===== src/rtl/hs_pkg.sv =====
// ---------------------------------------------------------------------------
// hs_pkg
// Shared definitions for the hs_fifo_bridge handshake FIFO:
//   - hs_state_e    : 2-bit occupancy state (EMPTY / ACTIVE / FULL)
//   - STALL_W       : width of the optional stall counter
//   - stall_sat_inc : saturating increment used by the stall counter
// ---------------------------------------------------------------------------
package hs_pkg;

    typedef enum logic [1:0] {
        EMPTY  = 2'b00,
        ACTIVE = 2'b01,
        FULL   = 2'b10
    } hs_state_e;

    localparam int STALL_W = 16;

    // Saturating increment: sticks at all-ones instead of wrapping to zero.
    function automatic logic [STALL_W-1:0] stall_sat_inc(input logic [STALL_W-1:0] v);
        logic [STALL_W-1:0] r;
        if (v == {STALL_W{1'b1}}) begin
            r = v;
        end else begin
            r = v + {{(STALL_W-1){1'b0}}, 1'b1};
        end
        return r;
    endfunction

endpackage


===== src/rtl/hs_fifo_mem.sv =====
// ---------------------------------------------------------------------------
// hs_fifo_mem
// WIDTH x DEPTH storage with one write port and one registered read port.
// Ports:
//   clk_i    in   clock, rising edge
//   rst_ni   in   asynchronous active-low reset (clears read register only)
//   we_i     in   write enable
//   waddr_i  in   write address
//   wdata_i  in   write data
//   re_i     in   read enable; rdata_o holds its value when low
//   raddr_i  in   read address
//   rdata_o  out  registered read data
// A write to the address being read in the same cycle is forwarded into the
// read register so a freshly written head word is visible one edge later.
// ---------------------------------------------------------------------------
module hs_fifo_mem #(
    parameter int WIDTH = 8,
    parameter int DEPTH = 4
) (
    input  logic                     clk_i,
    input  logic                     rst_ni,
    input  logic                     we_i,
    input  logic [$clog2(DEPTH)-1:0] waddr_i,
    input  logic [WIDTH-1:0]         wdata_i,
    input  logic                     re_i,
    input  logic [$clog2(DEPTH)-1:0] raddr_i,
    output logic [WIDTH-1:0]         rdata_o
);

    logic [WIDTH-1:0] mem_q [DEPTH];
    logic [WIDTH-1:0] rdata_q;

    // Storage array write; contents are not reset.
    always_ff @(posedge clk_i) begin
        if (we_i) begin
            mem_q[waddr_i] <= wdata_i;
        end
    end

    // Registered read with same-cycle write forwarding.
    always_ff @(posedge clk_i or negedge rst_ni) begin
        if (!rst_ni) begin
            rdata_q <= {WIDTH{1'b0}};
        end else if (re_i) begin
            if (we_i && (waddr_i == raddr_i)) begin
                rdata_q <= wdata_i;
            end else begin
                rdata_q <= mem_q[raddr_i];
            end
        end
    end

    assign rdata_o = rdata_q;

endmodule


===== src/rtl/hs_fifo_bridge.sv =====
// ---------------------------------------------------------------------------
// hs_fifo_bridge
// Valid/ready bridge between a master and a slave through a DEPTH-entry FIFO.
// Ports:
//   clk       in   clock, rising edge
//   rst       in   asynchronous active-low reset
//   ven       in   master valid          data_in  in  master data
//   m_ready   out  bridge can accept     s_valid  out head word valid
//   data_out  out  head word             ren      in  slave ready
//   level     out  occupancy 0..DEPTH    full/empty out occupancy flags
//   stall_cnt out  (only with HS_STATS_EN) saturating count of cycles
//                  with ven && !m_ready
// Every output is taken from a register, so there is no combinational path
// from ren to m_ready or from ven to s_valid.
// ---------------------------------------------------------------------------
module hs_fifo_bridge
    import hs_pkg::*;
#(
    parameter int WIDTH = 8,
    parameter int DEPTH = 4
) (
    input  logic                   clk,
    input  logic                   rst,
    input  logic                   ven,
    input  logic [WIDTH-1:0]       data_in,
    output logic                   m_ready,
    output logic                   s_valid,
    output logic [WIDTH-1:0]       data_out,
    input  logic                   ren,
    output logic [$clog2(DEPTH):0] level,
    output logic                   full,
    output logic                   empty
`ifdef HS_STATS_EN
    ,
    output logic [STALL_W-1:0]     stall_cnt
`endif
);

    localparam int AW = $clog2(DEPTH);

    hs_state_e     state_q, state_d;
    logic [AW-1:0] wr_ptr_q, wr_ptr_d;
    logic [AW-1:0] rd_ptr_q, rd_ptr_d;
    logic [AW:0]   level_q, level_d;
    logic          rdy_q;
    logic          push_s, pop_s, rd_en_s;

    // rdy_q keeps m_ready low until the first edge after reset release.
    assign m_ready = rdy_q && (state_q != FULL);
    assign s_valid = (state_q != EMPTY);
    assign empty   = (state_q == EMPTY);
    assign full    = (state_q == FULL);
    assign level   = level_q;

    // Handshake decode, pointer/level/state next-state logic.
    always_comb begin
        push_s   = ven && m_ready;
        pop_s    = s_valid && ren;
        wr_ptr_d = wr_ptr_q + AW'(push_s);
        rd_ptr_d = rd_ptr_q + AW'(pop_s);
        level_d  = level_q;
        state_d  = state_q;

        case ({push_s, pop_s})
            2'b10:   level_d = level_q + (AW+1)'(1'b1);
            2'b01:   level_d = level_q - (AW+1)'(1'b1);
            default: level_d = level_q;
        endcase

        case (state_q)
            EMPTY: begin
                if (push_s) begin
                    state_d = ACTIVE;
                end else begin
                    state_d = EMPTY;
                end
            end
            ACTIVE: begin
                if (push_s && !pop_s && (level_q == (AW+1)'(DEPTH - 1))) begin
                    state_d = FULL;
                end else if (pop_s && !push_s && (level_q == (AW+1)'(1'b1))) begin
                    state_d = EMPTY;
                end else begin
                    state_d = ACTIVE;
                end
            end
            FULL: begin
                if (pop_s) begin
                    state_d = ACTIVE;
                end else begin
                    state_d = FULL;
                end
            end
            default: state_d = EMPTY;
        endcase

        // Refresh the head register only when a word will be present, so
        // data_out keeps its last value once the FIFO drains.
        rd_en_s = (level_d != {(AW+1){1'b0}});
    end

    // Pointer, level, state and ready-enable registers.
    always_ff @(posedge clk or negedge rst) begin
        if (!rst) begin
            state_q  <= EMPTY;
            wr_ptr_q <= {AW{1'b0}};
            rd_ptr_q <= {AW{1'b0}};
            level_q  <= {(AW+1){1'b0}};
            rdy_q    <= 1'b0;
        end else begin
            state_q  <= state_d;
            wr_ptr_q <= wr_ptr_d;
            rd_ptr_q <= rd_ptr_d;
            level_q  <= level_d;
            rdy_q    <= 1'b1;
        end
    end

    // The read address is the next head position so data_out is ready
    // in the same cycle the pointer moves.
    hs_fifo_mem #(
        .WIDTH (WIDTH),
        .DEPTH (DEPTH)
    ) u_mem (
        .clk_i   (clk),
        .rst_ni  (rst),
        .we_i    (push_s),
        .waddr_i (wr_ptr_q),
        .wdata_i (data_in),
        .re_i    (rd_en_s),
        .raddr_i (rd_ptr_d),
        .rdata_o (data_out)
    );

`ifdef HS_STATS_EN
    logic [STALL_W-1:0] stall_q;

    // Saturating count of cycles where the master is held off.
    always_ff @(posedge clk or negedge rst) begin
        if (!rst) begin
            stall_q <= {STALL_W{1'b0}};
        end else if (ven && !m_ready) begin
            stall_q <= stall_sat_inc(stall_q);
        end else begin
            stall_q <= stall_q;
        end
    end

    assign stall_cnt = stall_q;
`endif

endmodule

===== config.mk =====
export PLATFORM = sky130hd
export DESIGN_NAME = hs_fifo_bridge
export DESIGN_NICKNAME = d
export VERILOG_FILES = /design/src/rtl/hs_pkg.sv /design/src/rtl/hs_fifo_mem.sv /design/src/rtl/hs_fifo_bridge.sv
export SDC_FILE = /design/constraint.sdc
export NUM_CORES = 1
export LEC_CHECK = 0
export BUFFER_PORTS_ARGS = -buffer_cell sky130_fd_sc_hd__buf_2
export CORE_AREA = 3 3 75 77
export CTS_BUF_LIST = sky130_fd_sc_hd__clkbuf_2
export CTS_CLUSTER_SIZE = 10
export DETAILED_ROUTE_END_ITERATION = 12
export DIE_AREA = 0 0 78 80
export GPL_ROUTABILITY_DRIVEN = 0
export PLACE_DENSITY = 0.6
export SYNTH_ARGS = -nofsm -noshare
export SYNTH_HDL_FRONTEND = slang
export SYNTH_SLANG_ARGS = --single-unit

===== constraint.sdc =====
create_clock -name clk -period 3.6 [get_ports clk]
set_clock_uncertainty 0.1 [all_clocks]
set_input_delay 0.36 -clock clk [delete_from_list [all_inputs] [get_ports clk]]
set_output_delay 0.36 -clock clk [all_outputs]
set_load 0.05 [all_outputs]

Word-level counts from Yosys, hierarchy flattened
Memories as Yosys holds them, arrays and structs flattened. A register that Yosys moved wholly into a read port is not among the register bits.
Index checks and enable logic that the tools add are counted.
- output and inout port bits: 15
- memories: 1
- memory bits (writable): 32
- logic and storage cells: 38
- bits in registers: 10
- mux-type cells: 8
- eq/ne operators: 7
- reductions and logical operators: 13
- $add $sub $neg: 4
- memory list (memory ; words ; bits a word ; read ports ; clocked after Yosys merged registers in ; wr ports ; RTL line ; RTL):
    u_mem.mem_q ; 4 ; 8 ; 1 ; 1 ; 1 ; hs_fifo_mem.sv:30 ; logic [WIDTH-1:0] mem_q [DEPTH];
- operators with widths (cell ; count):
    $logic_and A1 B1 Y1 ; 7
    $pmux W2 S3 ; 1
    $pmux W3 S2 ; 1
    $add A2 B1 Y2 ; 2
    $eq A2 B1 Y1 const B ; 2
    $eq A2 B2 Y1 const B ; 2
    $mux W1 ; 4
    $mux W2 ; 2
    $add A3 B1 Y3 const B ; 1
    $eq A3 B1 Y1 const B ; 1
    $eq A3 B2 Y1 const B ; 1
    $logic_not A1 Y1 ; 3
    $reduce_bool A3 Y1 ; 1
    $sub A3 B1 Y3 const B ; 1
    $logic_not A2 Y1 ; 1
    $ne A2 B2 Y1 const B ; 1
    $reduce_bool A2 Y1 ; 1

Longest topological paths before layout
Gate-level depths: netlist of the first run.
- depth in word-level cells: 9
- depth in mapped cells: 10
- mapped depth without buffers: 9

Cells and area by module
Synthesis of the first run repeated with hierarchy kept, for this count alone.
- cell total of the unflattened synthesis: 131
- area, all modules: 2189.6 um^2
- modules (own cells, without submodules) (module ; cells each ; seq. area each (um^2) ; area each (um^2) ; instances):
    hs_fifo_mem ; 78 ; 1161.1 ; 1617.8 ; 1
    hs_fifo_bridge ; 53 ; 250.2 ; 571.8 ; 1

Least setup slack after synthesis of the first run
No wires, ideal clock.
- path kind: register -> register
- start: register state_q[0]
- end: register u_mem.rdata_q[0], in the netlist u_mem.rdata_o[0], read port of u_mem.mem_q
- stages on the path, launching flop included: 11
- library setup time: 0.125 ns
- data arrival time: 2.612 ns
- buffers on the path: 1
- period minus slack after synthesis: 2.836 ns
- slack: 0.764 ns
- data required time: 3.375 ns
- cells stage by stage: dfrtp_1 -> nand2b_1 -> and2_1 -> nand2_1 -> inv_1 -> ha_1 -> buf_2 -> or3b_1 -> o311ai_1 -> nand3_2 -> mux2_2
- cells in the longest elaborated chain, start to end: 6
- elaborated cells between the ends (all ways): 10
- classes of those cells: add/sub (1); eq/ne (3); mux (1); reduce/logical (5)
- ends and longest elaborated chain (what ; RTL line ; RTL):
    start, declared ; hs_fifo_bridge.sv:41 ; hs_state_e state_q, state_d;
    start signal, assigned ; hs_fifo_bridge.sv:111 ; state_q <= state_d;
    $ne A2 B2 Y1 * ; hs_fifo_bridge.sv:49 ; assign m_ready = rdy_q && (state_q != FULL);
    $logic_and A1 B1 Y1 * ; hs_fifo_bridge.sv:49 ;
    net m_ready ; hs_fifo_bridge.sv:26 ; output logic m_ready,
    $logic_and A1 B1 Y1 * ; hs_fifo_bridge.sv:57 ; push_s = ven && m_ready;
    $eq A2 B1 Y1 / $eq A2 B2 Y1 (equally long branches) ; hs_fifo_bridge.sv:64 ; case ({push_s, pop_s})
    $pmux W3 S2 * ; hs_fifo_bridge.sv:64 ;
    $reduce_bool A3 Y1 * ; hs_fifo_bridge.sv:99 ; rd_en_s = (level_d != {(AW+1){1'b0}});
    end, declared ; hs_fifo_mem.sv:31 ; logic [WIDTH-1:0] rdata_q;
Mark *: on every way through the listed nets, which the timed path passes. The rest lies on a longest branch.

Worst setup path in the final report of the first run
- start: register state_q[0]
- end: register u_mem.rdata_q[1], in the netlist u_mem.rdata_o[1], read port of u_mem.mem_q
- elaborated cells between the ends (all ways): 10
- classes of those cells: add/sub (1); eq/ne (3); mux (1); reduce/logical (5)
- RTL lines (what ; RTL line ; RTL):
    $reduce_bool A2 Y1 ; hs_fifo_bridge.sv:50 ; assign s_valid = (state_q != EMPTY);
    $logic_and A1 B1 Y1 ; hs_fifo_bridge.sv:58 ; pop_s = s_valid && ren;
    $add A2 B1 Y2 ; hs_fifo_bridge.sv:60 ; rd_ptr_d = rd_ptr_q + AW'(pop_s);
    net rd_ptr_d[0] ; hs_fifo_bridge.sv:43 ; logic [AW-1:0] rd_ptr_q, rd_ptr_d;
The timed path passes the listed nets, and every way through them passes these cells.

==> results of run 1 <==
-- through the flow --
step	util, %	setup slack (ns)	instances	hold WS, ns
global route	50.1	0.468	240	0.00276
global placement	48.4	0.644	230	0.220
finish	50.1	0.611	240	0.0507
CTS	49.9	0.573	239	0.0224
floorplan	-	0.764	133	-0.0356
detailed placement	48.4	0.595	230	0.227
-- flip-flops by register name (all words and copies together), names as in the netlist --
| signal | flops |
|---|---|
| rdy_q | 1 |
| level | 3 |
| rd_ptr_q | 2 |
| state_q | 2 |
| wr_ptr_q | 2 |
| u_mem.rdata_o | 8 |
| u_mem.mem_q | 32 |
-- layout by cell type (no fill, tap or decap), drive strengths merged --
master / n
and3: 1
clkinv: 1
nand4b: 2
inv: 7
o311ai: 1
buf: 29
nand3: 1
nor3: 1
and2: 1
nor2: 4
or3b: 1
o21ai: 5
a31oi: 1
edfxtp: 32
nor3b: 3
dfrtp: 18
mux2: 17
or2: 1
bufinv: 1
nand2b: 1
mux4: 8
xnor2: 1
nor2b: 1
xnor3: 1
dlygate4sd3: 2
clkbuf: 6
conb: 1
a21oi: 3
ha: 8
or3: 1
nand2: 8
xor2: 2
-- how the worst max path moves through the flow --
stage                     startpoint                to  slack, ns  cells after the start
final                     state_q[0]  u_mem.rdata_o[1]       0.61                      7
after global placement    state_q[0]  u_mem.rdata_o[2]       0.64                      7
after floorplan           state_q[0]  u_mem.rdata_o[0]       0.76                     10
after detailed placement  state_q[0]  u_mem.rdata_o[1]       0.60                      7
after CTS                 state_q[1]  u_mem.rdata_o[1]       0.57                      7
after global routing      state_q[1]  u_mem.rdata_o[7]       0.47                      7
-- layout make-up --
type                            count  share of cell area [%]
Clock inverter                      2                    1.33
Sequential cell                    50                    55.5
Clock buffer                        6                    1.18
Timing Repair Buffer               31                    6.79
Tap cell                           70                    3.45
Inverter                            7                    1.03
Multi-Input combinational cell     74                    30.7
-- metal layers --
metal | track usage [%] | part of all wire [%] | vias up
met5 | 0 | 0 | -
met4 | 4.72 | 1.3 | 0
met3 | 3.95 | 5.7 | 6
met2 | 24.8 | 48 | 37
met1 | 20.3 | 45 | 638
li1 | - | - | 573
-- kinds of logic after synthesis --
family / after synthesis
other cells: 1
buf+inv: 9
fa+ha+maj: 8
xor+xnor: 4
simple gates: 26
compound gates: 10
mux: 25
flops: 50
-- cell usage after synthesis (all sizes together) --
cell	count	share of area, %
a21oi	3	0.67
a31oi	1	0.28
and2	1	0.28
and3	1	0.28
buf	2	0.73
conb	1	0.17
dfrtp	18	20
edfxtp	32	43
ha	8	4.5
inv	7	1.2
mux2	17	8.6
mux4	8	9.4
nand2	8	1.3
nand2b	1	0.28
nand3	1	0.45
nand4b	2	1.5
nor2	4	0.67
nor2b	1	0.28
nor3	1	0.22
nor3b	3	1.0
o21ai	5	1.1
o311ai	1	0.39
or2	1	0.28
or3	1	0.28
or3b	1	0.39
xnor2	1	0.39
xnor3	1	1.1
xor2	2	1.1
-- power by group through the flow --
stage / clock [mW] / combinational (mW) / sequential, mW
6_report: 0.288 / 1.00 / 0.832
4_1_cts: 0.295 / 1.02 / 0.833
3_5_place_dp: 0 / 1.01 / 0.847
3_3_place_gp: 0 / 0.992 / 0.837
2_1_floorplan: 0 / 0.591 / 1.03
5_1_grt: 0.324 / 1.08 / 0.847
==> impl_metrics.env, run 1 <==
export IMPL_outcome="completed"
export IMPL_grt_setup_unrepaired="false"
export IMPL_fmax_mhz=335
export IMPL_drive_gt1_share_pct=29.4
export IMPL_drv_cap=0
export IMPL_multi_input_area_um2=779
export IMPL_synth_area_um2=2230
export IMPL_crit_path_max_incr_delay_ns=0.64
export IMPL_hp_class="input pin to flip-flop"
export IMPL_dr_total_vias=1254
export IMPL_initial_utilization_pct=44.0
export IMPL_synthMuxAreaShare_pct=18.0
export IMPL_p_leak_nw=1.05
export IMPL_syn_to_final_growth_pct=13.8
export IMPL_path_buf_inv=1
export IMPL_internal_power_mw=1.28
export IMPL_fin_crit_sh_pct=83.0
export IMPL_ir_worst_vdd_uv=389
export IMPL_p_clk_share_pct=13.6
export IMPL_relSlewSlack_pct=62.0
export IMPL_drt_iter0_drc=60
export IMPL_postCtsResizedCells=0
export IMPL_cts_buffers=5
export IMPL_grt_pass1_vias=1344
export IMPL_grt_pass1_wl_um=7070
export IMPL_cts_tree="done"
export IMPL_reg2reg_slack_ns=0.61
export IMPL_routedWlPerCell_um=17.8
export IMPL_routed_via_density=5.23
export IMPL_clock_sinks=50
export IMPL_synth_simple_area_share_pct=7.23
export IMPL_finalSetupViolations=0
export IMPL_first_pass_iters=4
export IMPL_arrival_ns=3.23
export IMPL_synth_seq_area_share_pct=63.2
export IMPL_timing_rr_start="state_q[0]"
export IMPL_nNetsFinal=189
export IMPL_cp_required_ns=3.84
export IMPL_die_h_um=80
export IMPL_synth_nets=153
export IMPL_place_area_um2=2460
export IMPL_start_kind="flip-flop"
export IMPL_die_area_um2=6240
export IMPL_io_buffers=26
export IMPL_avgSynthCellArea_um2=16.8
export IMPL_ff_latch_area_um2=1410
export IMPL_hold_violations=0
export IMPL_r2r_cells=7
export IMPL_grt_antenna_before_repair=0
export IMPL_top_level_ports=27
export IMPL_routed_wirelength_um=4270
export IMPL_worstMarginPinSlew_ns=0.570
export IMPL_hold_depth=1
export IMPL_rr_endpoint="u_mem.rdata_o[1]"
export IMPL_synth_top_family_by_area="multiplexers"
export IMPL_hold_start="data_in[0]"
export IMPL_core_um2=5070
export IMPL_power_switching_uw=839
export IMPL_clock_latency_ns=0.42
export IMPL_fillers=453
export IMPL_p_sw_share_pct=39.6
export IMPL_grt_max_degree=19
export IMPL_synth_compound_area_share_pct=2.46
export IMPL_cts_root_buf="clkbuf_2"
export IMPL_endpoint_kind="flip-flop"
export IMPL_path_delay_family="multiplexers"
export IMPL_critPathSlowestCell="ha_1"
export IMPL_clkSlewWorstSetupHoldPaths_ns=0.24
export IMPL_synthAdderAreaFrac_pct=4.48
export IMPL_yosysWarnings=0
export IMPL_syn_inst=133
export IMPL_grtUsageTotal_pct=15.3
export IMPL_final_area_um2=2540
export IMPL_antenna_left=0
export IMPL_cp_cell_sequence="or2_2 -> nand2_1 -> inv_1 -> ha_1 -> mux4_1 -> mux2_1 -> mux2_2"
export IMPL_die_w_um=78
export IMPL_cts_buffer_depth=2
export IMPL_cts_setup_buffers=0
export IMPL_setup_tns_ns=0
export IMPL_path_class="flip-flop to flip-flop"
export IMPL_synth_seq_cells=50
export IMPL_drc=0
export IMPL_num_rows=26
export IMPL_grt_overflow_total=0
export IMPL_dp_hpwl_um=2960
export IMPL_finalMaxSlewViolations=0
export IMPL_htreeDepth=2
export IMPL_ctsHoldBuffers=1
export IMPL_power_mw=2.12
export IMPL_pwr_share_comb_pct=47.2
export IMPL_min_to="u_mem.mem_q[2][0]"
export IMPL_min_period_ns=2.99
export IMPL_synth_xor_area_share_pct=2.58
export IMPL_p_seq_share_pct=39.2
export IMPL_crit_fanout=10
export IMPL_synth_cell_types=32
export IMPL_p_per_area_nw_per_um2=834
export IMPL_num_antenna_cells=0
No activity file was read; power rests on OpenSTA's default activity.
==> inputs of run 2 (changes only) <==
==> constraint.sdc (replaced) <==
create_clock -name clk -period 2.85 [get_ports clk]
set_clock_uncertainty 0.1 [all_clocks]
set_input_delay 0.285 -clock clk [delete_from_list [all_inputs] [get_ports clk]]
set_output_delay 0.285 -clock clk [all_outputs]
set_load 0.05 [all_outputs]
==> run 2 against run 1 <==
Against the previous run: global-route usage decreased by 0.80 points; sequential share of layout area decreased by 2.5 points; clock-buffer cell count unchanged; highest routed layer unchanged; sequential power increased by 25%; first-iteration DRC count increased by 22%; hold slack improved by 0.13 ns; largest power group unchanged; via count increased by 2.1%.
==> impl_metrics.env, run 2 (same netlist as run 1, synthesis figures left out) <==
export IMPL_grt_overflow_total=0
export IMPL_grt_pass1_vias=1319
export IMPL_arrival_ns=2.93
export IMPL_clock_sinks=50
export IMPL_drc=0
export IMPL_cts_buffer_depth=2
export IMPL_grtUsageTotal_pct=14.5
export IMPL_finalMaxSlewViolations=0
export IMPL_reg2reg_slack_ns=0.14
export IMPL_cts_buffers=5
export IMPL_grt_antenna_before_repair=0
export IMPL_num_rows=26
export IMPL_dp_slack_ns=0.0965
export IMPL_min_period_ns=2.71
export IMPL_endpoint_kind="flip-flop"
export IMPL_top_level_ports=27
export IMPL_crit_path_max_incr_delay_ns=0.46
export IMPL_io_buffers=26
export IMPL_die_area_um2=6240
export IMPL_drive_gt1_share_pct=31.4
export IMPL_grt_max_degree=19
export IMPL_final_cell_mix="edfxtp_1, buf_2, dfrtp_1"
export IMPL_path_buf_inv=2
export IMPL_postCtsResizedCells=0
export IMPL_die_w_um=78
export IMPL_routed_wirelength_um=4090
export IMPL_cp_required_ns=3.07
export IMPL_ir_worst_vdd_uv=518
export IMPL_grt_pass1_wl_um=6690
export IMPL_routedWlPerCell_um=16.0
export IMPL_p_leak_nw=1.11
export IMPL_final_area_um2=2660
export IMPL_hp_class="input pin to flip-flop"
export IMPL_cts_root_buf="clkbuf_2"
export IMPL_fin_crit_sh_pct=95.1
export IMPL_p_per_area_nw_per_um2=1000
export IMPL_nNetsFinal=204
export IMPL_hold_violations=0
export IMPL_num_antenna_cells=0
export IMPL_drt_iter0_drc=73
export IMPL_cts_tree="done"
export IMPL_die_h_um=80
export IMPL_holdWs_ns=0.180
export IMPL_path_class="flip-flop to flip-flop"
export IMPL_first_pass_iters=4
export IMPL_outcome="completed"
export IMPL_final_common_cell="edfxtp_1"
export IMPL_cp_cell_sequence="nand2b_1 -> and2_1 -> nand2_1 -> inv_1 -> ha_1 -> mux2_2 -> o311ai_1 -> nand3_2 -> buf_4 -> mux2_2"
export IMPL_clock_latency_ns=0.42
export IMPL_regMostFlops="u_mem.mem_q"
export IMPL_clkSlewWorstSetupHoldPaths_ns=0.21
export IMPL_routed_via_density=5.02
export IMPL_initial_utilization_pct=44.0
export IMPL_critPathMostFrequentCell="mux2_2"
export IMPL_start_kind="flip-flop"
export IMPL_critPathSlowestCell="dfrtp_1"
export IMPL_fmax_mhz=369
export IMPL_finalSetupViolations=0
export IMPL_dr_total_vias=1280
export IMPL_crit_fanout=8
export IMPL_syn_to_final_growth_pct=19.2
export IMPL_dp_hpwl_um=2740
export IMPL_antenna_left=0
export IMPL_largest_reg_flops=32
export IMPL_core_um2=5070
export IMPL_path_delay_family="simple AND/OR/NAND/NOR gates"
export IMPL_final_util_pct=52.5
export IMPL_drv_cap=0
export IMPL_timing_final_ws_setup_ns=0.138
export IMPL_place_area_um2=2510
export IMPL_htreeDepth=2
run 2: layout make-up:
class                           count  area, µm²
Timing Repair Buffer               46        318
Clock buffer                        6       30.0
Fill cell                         443       2410
Tap cell                           70       87.6
Multi-Input combinational cell     74        779
Sequential cell                    50       1410
Clock inverter                      2       10.0
Inverter                            7       26.3
run 2: path summary, 6_finish.rpt:
check	from	endpoint	depth (start not counted)
worst max-delay path	state_q[0]	u_mem.rdata_o[7]	10
worst min-delay path	ven	state_q[0]	5
worst max register to register	state_q[0]	u_mem.rdata_o[7]	10
worst min register to register	u_mem.rdata_o[7]	u_mem.rdata_o[7]	1
max in group asynchronous	rst	u_mem.rdata_o[6]	2
min in group asynchronous	rst	u_mem.rdata_o[4]	2
run 2: where the power goes:
part           total (mW)  switching, mW  internal [mW]
Sequential           1.04          0.100          0.940
Clock               0.272          0.210         0.0616
Combinational        1.35          0.739          0.614
Total                2.66           1.05           1.62
run 2: worst reg2reg max path: stages (launching register included):
cell      delay, ns
dfrtp_1        0.46
nand2b_1       0.17
and2_1         0.17
nand2_1        0.16
inv_1          0.11
ha_1           0.26
mux2_2         0.30
o311ai_1       0.30
nand3_2        0.11
buf_4          0.20
mux2_2         0.28
run 2: layer usage:
layer  vias up  track usage [%]  wire length [µm]
met2        30             22.9              1910
met5         -                0                 0
li1        607                -                 -
met3         9             3.72               164
met1       634             19.2              1940
met4         0             5.59                75
run 2: what timing repair did:
item / in CTS / in global routing
setup buffers: 0 / 1
endpoints found under the setup margin: 0 / 8
endpoints found under the hold margin: 51 / 0
hold buffers: 10 / 0
run 2: through the flow:
step | power, mW | std cells | TNS, ns
finish | 2.66 | 255 | 0
global route | 2.84 | 255 | -0.0830
CTS | 2.69 | 254 | 0
detailed placement | 2.41 | 236 | 0
global placement | 2.37 | 236 | 0
floorplan | 2.05 | 133 | 0
==> inputs of run 3 (changes only) <==
--- a/config.mk
+++ b/config.mk
@@ -5,12 +5,13 @@
 export SDC_FILE = /design/constraint.sdc
 export NUM_CORES = 1
 export LEC_CHECK = 0
+export ABC_AREA = 1
 export BUFFER_PORTS_ARGS = -buffer_cell sky130_fd_sc_hd__buf_2
-export CORE_AREA = 3 3 75 77
+export CORE_AREA = 3 3 77 79
 export CTS_BUF_LIST = sky130_fd_sc_hd__clkbuf_2
 export CTS_CLUSTER_SIZE = 10
 export DETAILED_ROUTE_END_ITERATION = 12
-export DIE_AREA = 0 0 78 80
+export DIE_AREA = 0 0 80 82
 export GPL_ROUTABILITY_DRIVEN = 0
 export PLACE_DENSITY = 0.6
 export SYNTH_ARGS = -nofsm -noshare
==> run 3 against run 2 <==
Against the previous run: power increased by 17%; sequential share of layout area down 2.1 points; clock-buffer cell count down 1; hold slack got worse by 0.14 ns; non-clock buffer count decreased by 5; flip-flop and latch count unchanged; largest power group unchanged; highest routed layer unchanged.
==> impl_metrics.env, run 3 <==
export IMPL_final_common_cell="nand2_1"
export IMPL_first_pass_iters=4
export IMPL_use_met1_pct=21.8
export IMPL_synth_nets=268
export IMPL_hp_class="input pin to flip-flop"
export IMPL_initial_utilization_pct=43.8
export IMPL_grt_pass1_wl_um=8070
export IMPL_grt_setup_unrepaired="false"
export IMPL_clock_latency_ns=0.45
export IMPL_fin_crit_sh_pct=77.2
export IMPL_critPathMostFrequentCell="nand2_1"
export IMPL_die_h_um=82
export IMPL_drt_iter0_drc=145
export IMPL_yosysWarnings=0
export IMPL_synth_edf_count=32
export IMPL_synthTopCellsByArea="edfxtp_1, dfrtp_1, nand2_1"
export IMPL_place_area_um2=2610
export IMPL_dp_hpwl_um=3430
export IMPL_synth_most_common_cell="nand2_1"
export IMPL_grt_pass1_vias=1673
export IMPL_finalSetupViolations=0
export IMPL_postCtsResizedCells=0
export IMPL_avgSynthCellArea_um2=9.55
export IMPL_syn_to_final_growth_pct=17.1
export IMPL_endpoint_kind="flip-flop"
export IMPL_routed_wirelength_um=4880
export IMPL_power_mw=3.13
export IMPL_nNetsFinal=313
export IMPL_grtUsageTotal_pct=16.3
export IMPL_path_delay_family="simple AND/OR/NAND/NOR gates"
export IMPL_start_kind="flip-flop"
export IMPL_largest_reg_flops=32
export IMPL_cts_buffer_depth=2
export IMPL_ys_top_cells_by_count="nand2_1, edfxtp_1, nand3_1"
export IMPL_p_leak_nw=1.37
export IMPL_busiest_layer="met2"
export IMPL_p_per_area_nw_per_um2=1130
export IMPL_setup_tns_ns=0
export IMPL_num_rows=27
export IMPL_synth_seq_area_share_pct=59.6
export IMPL_top_level_ports=27
export IMPL_critPathSlowestCell="dfrtp_1"
export IMPL_path_buf_inv=2
export IMPL_clock_sinks=50
export IMPL_synth_area_um2=2370
export IMPL_grt_util_met3_pct=3.62
export IMPL_final_cell_mix="nand2_1, edfxtp_1, buf_2"
export IMPL_outcome="completed"
export IMPL_finalMaxSlewViolations=0
export IMPL_crit_path_max_incr_delay_ns=0.47
export IMPL_synth_cell_types=25
export IMPL_cp_required_ns=3.14
export IMPL_netlist_top_cell_by_area="edfxtp_1"
export IMPL_path_class="flip-flop to flip-flop"
export IMPL_cts_buffers=5
export IMPL_arrival_ns=2.49
export IMPL_fillers=518
export IMPL_final_area_um2=2770
export IMPL_antenna_left=0
export IMPL_dr_total_vias=1764
export IMPL_routed_via_density=4.82
export IMPL_ys_flop_type="edfxtp_1"
export IMPL_synth_top_area_share_pct=40.6
export IMPL_regMostFlops="u_mem.mem_q"
export IMPL_grt_overflow_total=0
export IMPL_fmax_mhz=455
export IMPL_io_buffers=26
export IMPL_die_area_um2=6560
export IMPL_crit_fanout=19
export IMPL_min_period_ns=2.20
export IMPL_synth_seq_cells=50
export IMPL_use_met2_pct=27.2
export IMPL_drive_gt1_share_pct=19.4
export IMPL_cts_tree="done"
export IMPL_num_antenna_cells=0
export IMPL_synthArstFlopShare_pct=36.0
export IMPL_core_um2=5410
export IMPL_ir_worst_vdd_uv=691
export IMPL_drv_cap=0
export IMPL_grt_antenna_before_repair=0
export IMPL_cp_cell_sequence="nor2_1 -> nor2_1 -> ha_1 -> buf_4 -> inv_4 -> nand2_2 -> nand2_4 -> nor2_8 -> nand2_4 -> nand2_1 -> nand2_1 -> nand2_1 -> nand2_1"
export IMPL_die_w_um=80
export IMPL_grt_max_degree=20
export IMPL_drc=0
export IMPL_syn_inst=248
export IMPL_routedWlPerCell_um=13.3
export IMPL_hold_violations=0
export IMPL_htreeDepth=2
export IMPL_holdWs_ns=0.0439
export IMPL_clkSlewWorstSetupHoldPaths_ns=0.28
export IMPL_cts_root_buf="clkbuf_2"
run 3: cell types whose count changed after synthesis, moves of 8 or more:
cell / before / now
mux2_1: 8 / 0
mux2_2: 9 / 0
nand2_1: 8 / 115
mux4_1: 8 / 0
inv_1: 7 / 17
nand3_1: 0 / 21
run 3: cell type report:
cell class	instances	area [µm²]	area share, %
Clock buffer	5	25.0	0.903
Clock inverter	3	47.5	1.71
Inverter	20	77.6	2.80
Multi-Input combinational cell	175	856	30.9
Sequential cell	50	1410	50.9
Tap cell	72	90.1	3.25
Timing Repair Buffer	41	265	9.57
run 3: where the power goes:
group	total (mW)	switching (mW)	internal [mW]	leakage (nW)
registers	1.04	0.101	0.940	0.511
clock network	0.401	0.246	0.156	0.0454
logic	1.69	1.21	0.475	0.814
total	3.13	1.56	1.57	1.37
run 3: per-stage QoR:
| stage | utilization (%) | worst slack (ns) | std cells |
|---|---|---|---|
| after detailed placement | 48.3 | 0.679 | 349 |
| final | 51.3 | 0.651 | 366 |
| after CTS | 51.3 | 0.665 | 366 |
| after global routing | 51.3 | 0.442 | 366 |
| after floorplan | - | 0.278 | 248 |
| after global placement | 48.3 | 0.729 | 349 |
run 3: tightest hold or removal path, delay by kind of cell:
kind / cells / cell delay [ns]
buf+inv: 2 / 0.16
compound gates: 1 / 0.12
run 3: layer usage:
metal,vias up,wire (µm)
met5,-,0
met4,0,27
met3,2,240
met2,48,2330
met1,828,2280
li1,886,-
run 3: worst paths after layout:
path | from | end | slack [ns] | cells past startpoint
worst max-delay path | state_q[1] | u_mem.rdata_o[7] | 0.65 | 13
worst min-delay path | ren | state_q[0] | 0.04 | 3
worst max register to register | state_q[1] | u_mem.rdata_o[7] | 0.65 | 13
worst min register to register | u_mem.rdata_o[4] | u_mem.rdata_o[4] | 0.45 | 2
max in group asynchronous | rst | rd_ptr_q[1] | 2.22 | 2
min in group asynchronous | rst | u_mem.rdata_o[2] | 0.12 | 2
run 3: cells by family (layout without fill, tap and decap cells):
family / Yosys count / count (layout) / share of synthesized area, %
simple gates: 157 / 157 / 29.1
compound gates: 8 / 8 / 2.32
other cells: 1 / 1 / 0.158
flops: 50 / 50 / 59.6
fa+ha+maj: 8 / 8 / 4.23
buf+inv: 23 / 69 / 4.28
xor+xnor: 1 / 1 / 0.370
run 3: timing repair:
action	CTS	global route
setup buffers	0	0
hold buffers	9	0
hold endpoints to repair	50	0
